===== src/rtl/hdc_fusion_bist.sv =====
// hdc_fusion_bist: self-checking traffic engine for hdc_sensor_fusion.
// Holds a table of feature vectors and expected labels. Each run sends every entry into the core
// over fin_valid/fin_ready and collects the results over dout_valid/dout_ready. Either side can
// be stalled at random by an LFSR. The run reports label mismatches, latency and timeout.
// Ports:
//   clk, rst (async, active-low)
//   load_en/load_addr/load_features/load_expected : table write port (IDLE/DONE only)
//   start, mode                                    : run launch; mode[0]/[1] = issue/collect stall
//   features_top, fin_valid, fin_ready             : stimulus handshake to the core
//   labels, dout_valid, dout_ready                 : result handshake from the core
//   busy, done, pass, timeout_err                  : run status
//   num_fail, total_latency, max_latency, cycle    : run statistics
module hdc_fusion_bist #(
    parameter int unsigned NUM_ENTRY         = 20,
    parameter int unsigned TOTAL_NUM_CHANNEL = 4,
    parameter int unsigned CHANNEL_WIDTH     = 8,
    parameter int unsigned FEATURE_WIDTH     = TOTAL_NUM_CHANNEL * CHANNEL_WIDTH,
    parameter int unsigned NUM_LABELS        = 2,
    parameter int unsigned OUTSTANDING       = 4,
    parameter int unsigned CYCLE_WIDTH       = 32,
    parameter int unsigned TIMEOUT           = 4096,
    parameter logic [15:0] LFSR_SEED         = 16'hACE1,
    localparam int unsigned AW = (NUM_ENTRY > 1) ? $clog2(NUM_ENTRY) : 1,
    localparam int unsigned FW = $clog2(NUM_ENTRY * NUM_LABELS + 1)
) (
    input  logic                     clk,
    input  logic                     rst,
    input  logic                     load_en,
    input  logic [AW-1:0]            load_addr,
    input  logic [FEATURE_WIDTH-1:0] load_features,
    input  logic [NUM_LABELS-1:0]    load_expected,
    input  logic                     start,
    input  logic [1:0]               mode,
    output logic [FEATURE_WIDTH-1:0] features_top,
    output logic                     fin_valid,
    input  logic                     fin_ready,
    input  logic [NUM_LABELS-1:0]    labels,
    input  logic                     dout_valid,
    output logic                     dout_ready,
    output logic                     busy,
    output logic                     done,
    output logic                     pass,
    output logic                     timeout_err,
    output logic [FW-1:0]            num_fail,
    output logic [CYCLE_WIDTH-1:0]   total_latency,
    output logic [CYCLE_WIDTH-1:0]   max_latency,
    output logic [CYCLE_WIDTH-1:0]   cycle
);
    localparam int unsigned IW  = $clog2(NUM_ENTRY + 1);
    localparam int unsigned PW  = (OUTSTANDING > 1) ? $clog2(OUTSTANDING) : 1;
    localparam int unsigned CNW = $clog2(OUTSTANDING + 1);
    localparam int unsigned TW  = $clog2(TIMEOUT + 1);

    typedef enum logic [1:0] {StIdle, StRun, StDone} state_e;

    logic [FEATURE_WIDTH-1:0] feat_mem [NUM_ENTRY];
    logic [NUM_LABELS-1:0]    exp_mem  [NUM_ENTRY];
    logic [CYCLE_WIDTH-1:0]   ts_mem   [OUTSTANDING];

    state_e                   state_q, state_d;
    logic [IW-1:0]            issue_q, issue_d, collect_q, collect_d;
    logic [PW-1:0]            wr_ptr_q, wr_ptr_d, rd_ptr_q, rd_ptr_d;
    logic [CNW-1:0]           cnt_q, cnt_d;
    logic [TW-1:0]            idle_q, idle_d;
    logic [15:0]              lfsr_q, lfsr_d;
    logic [1:0]               mode_q, mode_d;
    logic [FEATURE_WIDTH-1:0] feat_q, feat_d;
    logic                     fin_valid_q, fin_valid_d, dout_ready_q, dout_ready_d;
    logic                     busy_q, busy_d, done_q, done_d, pass_q, pass_d, tmo_q, tmo_d;
    logic [FW-1:0]            nf_q, nf_d;
    logic [CYCLE_WIDTH-1:0]   tot_q, tot_d, max_q, max_d, cyc_q, cyc_d;

    logic                     fin_hs, dout_hs, pop;
    logic                     stall_issue, stall_collect;
    logic [CYCLE_WIDTH-1:0]   lat;
    logic [CYCLE_WIDTH:0]     lat_sum;
    logic [NUM_LABELS-1:0]    diff;
    logic [FW-1:0]            mism;

    // Table writes are blocked while a run is using the table.
    always_ff @(posedge clk) begin
        if (load_en && state_q != StRun && 32'(load_addr) < NUM_ENTRY) begin
            feat_mem[load_addr] <= load_features;
            exp_mem[load_addr]  <= load_expected;
        end
    end

    always_ff @(posedge clk) begin
        if (fin_hs) begin
            ts_mem[wr_ptr_q] <= cyc_q;
        end
    end

    always_comb begin
        state_d      = state_q;
        issue_d      = issue_q;
        collect_d    = collect_q;
        wr_ptr_d     = wr_ptr_q;
        rd_ptr_d     = rd_ptr_q;
        cnt_d        = cnt_q;
        idle_d       = idle_q;
        lfsr_d       = lfsr_q;
        mode_d       = mode_q;
        feat_d       = feat_q;
        fin_valid_d  = fin_valid_q;
        dout_ready_d = dout_ready_q;
        tmo_d        = tmo_q;
        nf_d         = nf_q;
        tot_d        = tot_q;
        max_d        = max_q;
        cyc_d        = cyc_q;

        fin_hs        = (state_q == StRun) && fin_valid_q && fin_ready;
        dout_hs       = (state_q == StRun) && dout_ready_q && dout_valid;
        pop           = dout_hs && (cnt_q != '0);
        stall_issue   = mode_q[0] && (lfsr_q[1:0] == 2'b00);
        stall_collect = mode_q[1] && (lfsr_q[1:0] == 2'b00);
        lat           = cyc_q - ts_mem[rd_ptr_q];
        lat_sum       = {1'b0, tot_q} + {1'b0, lat};
        diff          = labels ^ exp_mem[collect_q[AW-1:0]];
        mism          = '0;
        for (int unsigned i = 0; i < NUM_LABELS; i++) begin
            mism = mism + FW'(diff[i]);
        end

        unique case (state_q)
            StIdle, StDone: begin
                if (start) begin
                    state_d      = StRun;
                    issue_d      = '0;
                    collect_d    = '0;
                    wr_ptr_d     = '0;
                    rd_ptr_d     = '0;
                    cnt_d        = '0;
                    idle_d       = '0;
                    lfsr_d       = LFSR_SEED;
                    mode_d       = mode;
                    fin_valid_d  = 1'b0;
                    dout_ready_d = !(mode[1] && (LFSR_SEED[1:0] == 2'b00));
                    tmo_d        = 1'b0;
                    nf_d         = '0;
                    tot_d        = '0;
                    max_d        = '0;
                    cyc_d        = '0;
                end
            end
            StRun: begin
                cyc_d  = cyc_q + 1'b1;
                lfsr_d = {lfsr_q[14:0], lfsr_q[15] ^ lfsr_q[13] ^ lfsr_q[12] ^ lfsr_q[10]};
                if (fin_hs) begin
                    issue_d  = issue_q + 1'b1;
                    wr_ptr_d = (wr_ptr_q == PW'(OUTSTANDING - 1)) ? '0 : wr_ptr_q + PW'(1);
                end
                if (dout_hs) begin
                    collect_d = collect_q + 1'b1;
                    if (pop) begin
                        rd_ptr_d = (rd_ptr_q == PW'(OUTSTANDING - 1)) ? '0 : rd_ptr_q + PW'(1);
                        tot_d    = lat_sum[CYCLE_WIDTH] ? '1 : lat_sum[CYCLE_WIDTH-1:0];
                        max_d    = (lat > max_q) ? lat : max_q;
                        nf_d     = nf_q + mism;
                    end else begin
                        // Result with no matching issue: every label counts as wrong.
                        nf_d = nf_q + FW'(NUM_LABELS);
                    end
                end
                if (fin_hs && !pop) begin
                    cnt_d = cnt_q + CNW'(1);
                end else if (!fin_hs && pop) begin
                    cnt_d = cnt_q - CNW'(1);
                end
                idle_d = (fin_hs || dout_hs) ? '0 : idle_q + TW'(1);

                // A presented vector is held until accepted; stalls only block new offers.
                if (!(fin_valid_q && !fin_ready)) begin
                    fin_valid_d = (issue_d < IW'(NUM_ENTRY)) && (cnt_d < CNW'(OUTSTANDING)) &&
                                  !stall_issue;
                    if (fin_valid_d) begin
                        feat_d = feat_mem[issue_d[AW-1:0]];
                    end
                end
                dout_ready_d = !stall_collect;

                if (collect_d == IW'(NUM_ENTRY)) begin
                    state_d      = StDone;
                    fin_valid_d  = 1'b0;
                    dout_ready_d = 1'b0;
                end else if (!fin_hs && !dout_hs && idle_q == TW'(TIMEOUT - 1)) begin
                    state_d      = StDone;
                    tmo_d        = 1'b1;
                    fin_valid_d  = 1'b0;
                    dout_ready_d = 1'b0;
                end
            end
            default: state_d = StIdle;
        endcase

        busy_d = (state_d == StRun);
        done_d = (state_d == StDone);
        pass_d = done_d && !tmo_d && (nf_d == '0);
    end

    always_ff @(posedge clk or negedge rst) begin
        if (!rst) begin
            state_q      <= StIdle;
            issue_q      <= '0;
            collect_q    <= '0;
            wr_ptr_q     <= '0;
            rd_ptr_q     <= '0;
            cnt_q        <= '0;
            idle_q       <= '0;
            lfsr_q       <= LFSR_SEED;
            mode_q       <= '0;
            feat_q       <= '0;
            fin_valid_q  <= 1'b0;
            dout_ready_q <= 1'b0;
            busy_q       <= 1'b0;
            done_q       <= 1'b0;
            pass_q       <= 1'b0;
            tmo_q        <= 1'b0;
            nf_q         <= '0;
            tot_q        <= '0;
            max_q        <= '0;
            cyc_q        <= '0;
        end else begin
            state_q      <= state_d;
            issue_q      <= issue_d;
            collect_q    <= collect_d;
            wr_ptr_q     <= wr_ptr_d;
            rd_ptr_q     <= rd_ptr_d;
            cnt_q        <= cnt_d;
            idle_q       <= idle_d;
            lfsr_q       <= lfsr_d;
            mode_q       <= mode_d;
            feat_q       <= feat_d;
            fin_valid_q  <= fin_valid_d;
            dout_ready_q <= dout_ready_d;
            busy_q       <= busy_d;
            done_q       <= done_d;
            pass_q       <= pass_d;
            tmo_q        <= tmo_d;
            nf_q         <= nf_d;
            tot_q        <= tot_d;
            max_q        <= max_d;
            cyc_q        <= cyc_d;
        end
    end

    assign features_top  = feat_q;
    assign fin_valid     = fin_valid_q;
    assign dout_ready    = dout_ready_q;
    assign busy          = busy_q;
    assign done          = done_q;
    assign pass          = pass_q;
    assign timeout_err   = tmo_q;
    assign num_fail      = nf_q;
    assign total_latency = tot_q;
    assign max_latency   = max_q;
    assign cycle         = cyc_q;

endmodule


===== config.mk =====
export PLATFORM = sky130hd
export DESIGN_NAME = hdc_fusion_bist
export DESIGN_NICKNAME = d
export VERILOG_FILES = /design/src/rtl/hdc_fusion_bist.sv
export SDC_FILE = /design/constraint.sdc
export NUM_CORES = 1
export LEC_CHECK = 0
export CAP_MARGIN = 10
export CORE_MARGIN = 2
export CORE_UTILIZATION = 40
export CTS_CLUSTER_SIZE = 12
export DETAILED_ROUTE_END_ITERATION = 12
export PLACE_DENSITY = 0.68
export SYNTH_ARGS = -nofsm -noshare
export SYNTH_HDL_FRONTEND = slang
export SYNTH_SLANG_ARGS = --single-unit

===== constraint.sdc =====
create_clock -name clk -period 18.6 [get_ports clk]
set_input_delay 2.79 -clock clk [delete_from_list [all_inputs] [get_ports clk]]
set_output_delay 2.79 -clock clk [all_outputs]
set_load 0.01 [all_outputs]

# After elaboration in Yosys (flattened, before gate mapping)
# Memory sizes are Yosys's and may differ from the RTL's. A register that Yosys moved wholly into a read port is not among the register bits.
# Cells that the tools add are included.
# totals
register_bits,158
mem_bits_rw,808
input_bits,49
output_inout_bits,140
wordCells,159
n_memories,3
# op_classes
n_addsub,13
order_cmp,4
n_eq_ne,15
muxes,60
bitwise,5
n_reduce_logical,40
# mem_list
memory,words,width,read_ports,rd_ports_with_merged_regs,write_ports,line_no,source
feat_mem,20,32,1,1,1,56,logic [FEATURE_WIDTH-1:0] feat_mem [NUM_ENTRY];
ts_mem,4,32,1,0,1,58,logic [CYCLE_WIDTH-1:0] ts_mem [OUTSTANDING];
exp_mem,20,2,1,0,1,57,logic [NUM_LABELS-1:0] exp_mem [NUM_ENTRY];
# op_table
operator,n
$mux W32,7
$pmux W32 S2,3
$add A32 B32 Y33,1
$add A32 B1 Y32 const B,1
$gt A32 B32 Y1,1
$pmux W16 S2,1
$sub A32 B32 Y32,1
$mux W13,2
$pmux W13 S2,1
$mux W5,5
$pmux W5 S2,2
$logic_and A1 B1 Y1,18
$mux W2,9
$mux W6,3
$mux W16,1
$mux W1,14
$add A13 B1 Y13 const B,1
$eq A13 B12 Y1 const B,1
$mux W3,4
$pmux W2 S2,3
$pmux W6 S2,1
$add A5 B1 Y5 const B,2
$lt A5 B5 Y1 const B,2
$reduce_and A3 Y1,3
other kinds (28),50

# Longest topological paths before layout
# Gate-level depths: netlist (run 1).
# logic_depth
depth_word,15
depth_mapped,25
depth_no_buf,21

# Least setup slack after synthesis (run 1)
# Ideal clock, no wire load.
# synth_timing
path_type,flip-flop to flip-flop
start,register rd_ptr_q[0]
end,register max_q[16] (netlist: max_latency[16])
setup_time_ns,0.121
t_arrival_ns,5.720
required_time_ns,18.479
setup_slack_ns,12.759
stages_incl_launch_ff,23
path_buffers,3
synth_period_minus_slack_ns,5.841
cell_sequence,dfrtp_1 > clkbuf_1 > buf_1 > mux4_2 > inv_1 > ha_1 > a21o_1 > o32a_1 > a221o_1 > a31o_1 > a221o_1 > a21oi_1 > xnor2_1 > ha_1 > a21o_1 > a21o_1 > a21oi_1 > o22a_1 > o311ai_0 > o21ai_1 > nor2_1 > clkbuf_1 > a22o_1
# synth_via
elab_chain_cells,6
elab_cells_between_ends,9
cone_classes,add/sub: 1; order compare: 1; eq/ne: 1; mux: 4; reduce/logical: 1; memory: 1
# synth_lines
element,line_no,source
"start, declared",62,"logic [PW-1:0] wr_ptr_q, wr_ptr_d, rd_ptr_q, rd_ptr_d;"
"start signal, assigned",229,rd_ptr_q <= rd_ptr_d;
$mem_v2 Z4 W32 *,n/a,
$sub A32 B32 Y32 *,118,lat = cyc_q - ts_mem[rd_ptr_q];
branches (longest 4 deep; another with $gt A32 B32 Y1),n/a,
"end signal, assigned",243,max_q <= max_d;
"end, declared",71,"logic [CYCLE_WIDTH-1:0] tot_q, tot_d, max_q, max_d, cyc_q, cyc_d;"
# Every way passes the cells marked *. The select of a mux whose other input is x is not followed.
# A chain may end at the register's enable or synchronous reset.

# Worst setup path in the final report (run 1)
# layout_timing
start,input fin_ready
end,register feat_q[10] (netlist: features_top[10]) (read register of feat_mem)
# layout_via
elab_chain_cells,10
elab_cells_between_ends,17
cone_classes,order compare: 2; mux: 5; bitwise: 1; reduce/logical: 9
# layout_lines
element,line_no,source
"start, declared",36,"input logic fin_ready,"
$logic_and A1 B1 Y1,113,fin_hs = (state_q == StRun) && fin_valid_q && fin_ready;
$logic_not A1 Y1,168,end else if (!fin_hs && pop) begin
$logic_and A1 B1 Y1,168,
$mux W3,168,
$mux W3,166,if (fin_hs && !pop) begin
$mux W3,126,unique case (state_q)
$lt A3 B3 Y1,175,fin_valid_d = (issue_d < IW'(NUM_ENTRY)) && (cnt_d < CNW'(OUTSTANDING)) &&
$logic_and A1 B1 Y1 (2 in a row),175,
$reduce_and A3 Y1 (no source line),n/a,
"end, declared",67,"logic [FEATURE_WIDTH-1:0] feat_q, feat_d;"
# Several ways; a longest one is shown, not always the timed one. The select of a mux whose other input is x is not followed.

==> results.md, run 1 <==
- Status: finished clean
- RePlAce Congestion: between 0.8 and 0.9
- Minimum clock period: around 7 ns
- Core area: approximately 110000 um2
- Clock Tree Buf Depth: 3
- CTS tree: built
- Hold crit path type: flop to flop
- Number of global-route vias before repair: 23800
- Max_cap viols: 0
- Slew @ Worst Pin: 1.11 ns
- H-Tree Depth: 3
- Clock sink count: about 1000
- Largest net degree at the start of global routing: 115
- Post-synth top cells: edfxtp_1, mux4_2, nand2_1
- Skew-Pair Late Insertion Delay: 0.71 ns
- Post-synth EDFFs: 808
- CP max FO: 70
- Asr flop ratio synth: about a fifth
- GRT Util Overall: approximately a fifth
- Die ar.: approximately 110000 um2
- Synth-to-Final Area Change: 16.3%
- Die X: about 330 um
- 1st-iter DRT viols: 2454
- Final setup viols: 0
- Post-DR vias/cell: about 5.6
- Avg Synthesized Cell Area: around 16 um2
- Max-slew headroom: 24.5%
- Row cnt: ~120
- RSZ-0062 raised after global routing: false
- Yosys top cell area share: 56.9%
- Ys Warns: 0
- Setup Crit Path Kind: primary input to flop
- Tcrit/Tclk final: approximately two fifths
- Grt ovf: 0
- Number of setup buffers added after CTS: 0
- Synth unique cells: 69
- Max-slew violations: 0
- Peak VDD IR: about 0.11 mV
- Die height: roughly 330 um
- Cell taking the most area after synthesis: edfxtp_1
- Resize count post-CTS: 0
- Dpl hpwl: about 59000 um
- Mapped Area: 42600 um2
- TritonCTS Buffers: approximately 100
- Final setup TNS: 0 ns
- WHS: between 0.4 and 0.5 ns
- Initial Utilization: between 40% and 50%
- Via count of the routed design: about 24000
- IO Port Bufs: approximately 190
- Io pins: around 190
- Most common cell in the synthesized netlist: edfxtp_1
- First-pass iteration count of the detailed router: 6
- Seq cells post-synth: between 900 and 1000
- Final net count: 2972
- Power Density: 171 nW/um2
- Final Hold Viols: 0
- Initial antenna violation count: 7
- Wirelength, routed: ~100000 um
- Lkg Pwr: 17.3 nW
- Final antenna-violating net count: 0
- Reg clk slew, reported paths: around 0.06 ns
- CTS Hold Buffers Added: 0
- Sequential area share after synthesis: 68.1%
- Cells after DPL: 4097
- Residual DRC count: 0
- Cells after Synth: 2589
- Root Buffer: clkbuf_16
- WL per Instance: 24.0 um
- Req. time, crit path: 19.14 ns
- Final setup skew: 0.0609 ns
- Top cells by area, synth: edfxtp_1, mux4_2, dfrtp_1, ha_1, nand2_1
- Crit path arrival time: approximately 7.6 ns
- Mapped Nets: roughly 2800
- Worst Setup Start Kind: primary input
- Fmax: approximately 0.14 GHz
- CP Capture Type: flop
- Layout cells sized above 1: roughly 16%
- Final std cells w/o fill: 4289
- Synth Flop Type: edfxtp_1
- First-pass GRT wire length: 153000 um
per-layer routing:
metal	vias to the layer above	track usage, %	share of wire, %
met2	811	32.3	51
met5	-	0	0.046
li1	10700	-	-
met3	170	2.96	6.7
met4	8	5.34	2.5
met1	12400	25.0	40
logic make-up (layout without fill, tap and decap cells):
logic type / count (synthesis) / count (layout) / synth area share, %
XOR/XNOR: 66 / 66 / 1.36
multiplexers: 283 / 283 / 13.6
other: 0 / 4 / 0
AND/OR/NAND/NOR: 481 / 481 / 5.25
adder cells (fa/ha/maj): 113 / 113 / 3.37
flip-flops: 998 / 998 / 68.1
buffers and inverters: 193 / 498 / 1.77
AO/OA/AOI/OAI: 455 / 455 / 6.60
through the flow:
step	util, %	power (mW)	setup WS [ns]	instance area, um2
after CTS	46.9	8.56	11.54	49600
after floorplan	-	5.55	12.76	42600
after global routing	46.9	9.02	11.03	49600
final	47.0	8.48	11.52	49600
after global placement	43.9	6.58	10.87	46400
after detailed placement	43.9	6.62	10.80	46400
report_power, final:
part           leakage (nW)  internal (mW)  total [mW]  switching, mW
clock                  1.52           1.08        1.93          0.851
sequential             9.68           2.64        2.85          0.211
combinational          6.08           1.76        3.70           1.94
total                  17.3           5.49        8.48           3.00
worst max-delay path: stages:
cell and delay (ns):
clkdlybuf4s50_1 0.55, nand3_1 0.24, mux2i_4 0.93, buf_4 0.85, buf_4 0.93, mux4_2 0.43, mux4_2 0.48, mux2i_1 0.14
o21ai_1 0.07
area by class of cell:
| cell class | instances | area, um2 |
|---|---|---|
| antenna | 4 | 10.0 |
| clock buffer | 165 | 2880 |
| clock inverter | 23 | 287 |
| fill | 8930 | 56000 |
| inverter | 80 | 300 |
| multi-input combinational | 1398 | 13100 |
| sequential | 998 | 29000 |
| tap | 1391 | 1740 |
| timing repair buffer | 230 | 2210 |
path summary, 6_finish.rpt:
check	from	endpoint	slack (ns)	cells after the start
max	fin_ready	features_top[10]$_DFFE_PN0P_	11.52	9
min	features_top[19]$_DFFE_PN0P_	features_top[19]$_DFFE_PN0P_	0.48	2
max reg2reg	rd_ptr_q[0]$_DFFE_PN0P_	max_latency[16]$_DFFE_PN0P_	11.56	21
min reg2reg	features_top[19]$_DFFE_PN0P_	features_top[19]$_DFFE_PN0P_	0.48	2
max in group asynchronous	rst	features_top[26]$_DFFE_PN0P_	15.08	2
min in group asynchronous	rst	total_latency[18]$_DFFE_PN0P_	2.08	1
state kept, by name (all words and copies together) (netlist names), 2 cells and up:
| name | flops |
|---|---|
| num_fail | 6 |
| mode_q | 2 |
| collect_q | 5 |
| lfsr_q | 16 |
| issue_q | 5 |
| ts_mem | 128 |
| cycle | 32 |
| features_top | 32 |
| feat_mem | 640 |
| wr_ptr_q | 2 |
| exp_mem | 40 |
| max_latency | 32 |
| rd_ptr_q | 2 |
| state_q | 2 |
| cnt_q | 3 |
| total_latency | 32 |
| idle_q | 13 |
cells in the final DEF, fill, tap and decap left out, drive strengths merged, types with 15 or more instances in the layout:
cell type	instances
ha	110
a31o	15
clkdlybuf4s50	187
o31ai	18
inv	82
a22o	22
edfxtp	808
nand3	61
o21ai	159
xnor2	41
mux4	236
nand2	205
clkbuf	165
mux2i	47
a21o	39
a21oi	116
dfrtp	182
and3	25
nand4	24
xor2	25
a31oi	19
nor2	83
buf	43
clkinv	20
Note: power is estimated with default switching activity, not from simulation.
==> run 2: changes to the inputs <==
clock period = 6.6 ns   (was 18.6 ns; I/O delays follow)
==> run 2 against run 1 <==
Register-to-register slack lost 11 ns. Total power grew to 2.8 times the previous value. Wire length grew 0.43%. First-iteration DRC count shrank 3.1%. Core utilization grew 0.11 points. Count of clock-buffer cells in the layout shrank 9. Combinational power grew to 2.9 times the previous value. Clock skew shrank 0.011 ns. Cell area grew 0.23%. Critical path depth grew 12. Largest cell class unchanged.
==> results.md, run 2 (synthesis results as in run 1) <==
- Layout cells sized above 1: 16.9% (+0.42 points)
- Final setup skew: 0.0503 ns (-0.0106 ns)
- Clock sink count: 998 (unchanged)
- Final setup margin: 0.512 ns (-11.01 ns)
- R2r setup slk: 0.51 ns (-11.05 ns)
- Minimum clock period: about 6 ns
- Io pins: 189 (unchanged)
- Number of flip-flops under the largest register name: 640 (unchanged)
- Final net count: 2986 (+0.47%)
- IO Port Bufs: 188 (unchanged)
- Psw: 8.61 mW (+190%)
- Row cnt: 119 (unchanged)
- Setup crit end: max_latency[5]$_DFFE_PN0P_
- Internal: 15.5 mW (+180%)
- Req. time, crit path: 7.13 ns (-12.01 ns)
- Detail Route met2 WL: 52200 um (about the same)
- Status: finished clean
- Via count of the routed design: 24000 (-0.062%)
- First-pass GRT wire length: 155000 um (+1.3%)
- Worst Setup Start Kind: flop
- Max-slew violations: 0 (unchanged)
- Clock network fraction of total power: 22.3% (-0.4 points)
- Core area: 106000 um2 (unchanged)
- Max_cap viols: 0 (unchanged)
- DRT met1 WL: 42000 um (+1.5%)
- CTS Hold Buffers Added: 0 (unchanged)
- R2r worst-path depth: 21 (unchanged)
- RePlAce Congestion: 0.878 (+4.2%)
- Max-slew headroom: 18.3% (-6.2 points)
- Setup Crit Path Kind: flop to flop
- Residual DRC count: 0 (unchanged)
- Initial Utilization: 40.4% (unchanged)
- Sequential share of power: 33.2% (-0.4 points)
- Grt ovf: 0 (unchanged)
- Lkg Pwr: 17.3 nW (+0.40%)
- Die height: 330 um (unchanged)
- GRT Util Overall: 19.0% (+0.16 points)
- TritonCTS Buffers: 102 (unchanged)
- Skew-Pair Late Insertion Delay: 0.71 ns (about the same)
- Hold crit path type: primary input to async pin
- Crit path arrival time: 6.62 ns (-1.00 ns)
- Area after DPL: 46600 um2 (+0.36%)
- Biggest regs: feat_mem: 640 flops, ts_mem: 128 flops, exp_mem: 40 flops
- Crit path from: rd_ptr_q[0]$_DFFE_PN0P_
- Final antenna-violating net count: 0 (unchanged)
- Number of setup buffers added after CTS: 0 (unchanged)
- Clock Tree Buf Depth: 3 (unchanged)
- Reg clk slew, reported paths: 0.06 ns (about the same)
- Largest net degree at the start of global routing: 101 (-12%)
- Final setup TNS: 0 ns (unchanged)
- First-pass iteration count of the detailed router: 5 (-1)
- Final setup viols: 0 (unchanged)
- RSZ-0062 raised after global routing: false
- Worst R2R Start: rd_ptr_q[0]$_DFFE_PN0P_
- H-Tree Depth: 3 (unchanged)
- R2r endpoint: max_latency[5]$_DFFE_PN0P_
- CTS tree: built
- WHS: 0.318 ns (-0.166 ns)
- Fmax: about 0.16 GHz
- Die ar.: 109000 um2 (unchanged)
- Switching share of power: 35.7% (+0.40 points)
- Initial antenna violation count: 8 (+1)
- Final Cell Area: 49700 um2 (+0.23%)
- DP Worst Slack: 0.333 ns (-10.47 ns)
- Synth-to-Final Area Change: 16.5%
- CP max FO: 53 (-24%)
- Wirelength, routed: 104000 um (+0.43%)
- Tcrit/Tclk final: 92.2%
- Slowest CP cell: dfrtp_2
- Power Density: 485 nW/um2 (+180%)
- Number of global-route vias before repair: 23900 (+0.47%)
- WL per Instance: 24.1 um (+0.22%)
- DR WL met3: 6850 um (-0.25%)
- Final Hold Viols: 0 (unchanged)
- Slew @ Worst Pin: 1.20 ns (+0.0908 ns)
- Die X: 330 um (unchanged)
- Dpl hpwl: 62600 um (+5.5%)
- Fill count: 8847 (-0.93%)
- CP Cell Sequence: buf_4 -> mux4_2 -> inv_1 -> ha_1 -> a21oi_1 -> o21ai_0 -> a21o_1 -> a221o_1 -> a31o_1 -> a221o_1 -> a21oi_1 -> xnor2_1 -> ha_1 -> a21o_1 -> a21o_1 -> a21oi_1 -> o22a_1 -> o311ai_0 -> o21ai_4 -> buf_4 -> o21ai_0
- CP Capture Type: flop
- Most common cell after layout, fill and taps aside: edfxtp_1
- Root Buffer: clkbuf_16
- Highest routed layer: met5
- Post-DR vias/cell: 5.59 (-0.27%)
- Peak VDD IR: 0.290 mV (+160%)
- Commonest non-fill, non-tap cells in the layout: edfxtp_1, mux4_2, nand2_1
- Worst stage delay on the critical path: 0.54 ns (-0.39 ns)
- 1st-iter DRT viols: 2377 (-3.1%)
- Combinational power share: 44.5% (+0.9 points)
- Biggest register: feat_mem
run 2: cell types whose count changed in the layout (fill, tap and decap cells not counted), sizes merged:
cell / previous run / this run
buf: 43 / 57
clkbuf: 165 / 156
clkinv: 20 / 25
diode: 4 / 2
bufinv: 1 / 0
clkinvlp: 0 / 1
inv: 82 / 83
run 2: worst max-delay path, delay by kind of cell, from the launching register on:
family / cells / cell delay [ns]
XOR/XNOR: 1 / 0.28
flip-flops: 1 / 0.54
buffers and inverters: 3 / 0.93
adder cells (fa/ha/maj): 2 / 0.61
multiplexers: 1 / 0.54
AO/OA/AOI/OAI: 14 / 3.05
run 2: timing repair:
| item | 4_1_cts | 5_1_grt |
|---|---|---|
| setup endpoints to repair | 0 | 11 |
| gates resized for setup | 0 | 1 |
| endpoints found under the hold margin | 0 | 0 |
run 2: cell type report:
type,count,area (um2),share of cell area [%]
flip-flops and latches,998,29000,58.4
multi-input cells,1398,13100,26.4
clock buffers,156,2840,5.71
repair buffers,244,2380,4.80
well taps,1391,1740,3.50
inverters,80,300,0.604
clock inverters,29,277,0.557
diodes,2,5.00,0.0101
run 2: how the worst min path moves through the flow:
stage | from | end | cells after the start
2_1_floorplan | mode_q[0]$_DFFE_PN0P_ | mode_q[0]$_DFFE_PN0P_ | 2
3_5_place_dp | idle_q[12]$_DFFE_PN0P_ | idle_q[12]$_DFFE_PN0P_ | 2
4_1_cts | rst | total_latency[27]$_DFFE_PN0P_ | 1
5_1_grt | rst | total_latency[27]$_DFFE_PN0P_ | 1
6_report | rst | total_latency[27]$_DFFE_PN0P_ | 1
3_3_place_gp | idle_q[12]$_DFFE_PN0P_ | idle_q[12]$_DFFE_PN0P_ | 2
run 2: metrics by stage:
step | std cells | util [%] | total power [mW]
final | 4298 | 47.1 | 24.1
after global routing | 4296 | 47.1 | 25.6
after CTS | 4296 | 47.1 | 24.3
after detailed placement | 4111 | 44.1 | 18.9
after global placement | 4111 | 44.1 | 18.8
after floorplan | 2589 | - | 15.6
run 2: per-layer routing:
layer	vias to the layer above	global-route usage [%]
met5	-	0
met4	12	5.14
met3	161	3.32
met2	810	32.2
met1	12400	25.4
li1	10700	-
run 2: power groups by stage:
stage | Sequential [mW] | Combinational, mW | Clock [mW]
2_1_floorplan | 8.04 | 7.60 | 0
3_3_place_gp | 8.12 | 10.7 | 0
3_5_place_dp | 8.13 | 10.8 | 0
4_1_cts | 8.01 | 10.8 | 5.47
5_1_grt | 8.08 | 11.8 | 5.71
6_report | 8.00 | 10.7 | 5.37
==> run 3: changes to the inputs <==
HOLD_SLACK_MARGIN = 0.03   (was default)
==> results of run 3 <==
No change in the layout: final DEF, timing and power equal those of run 2.
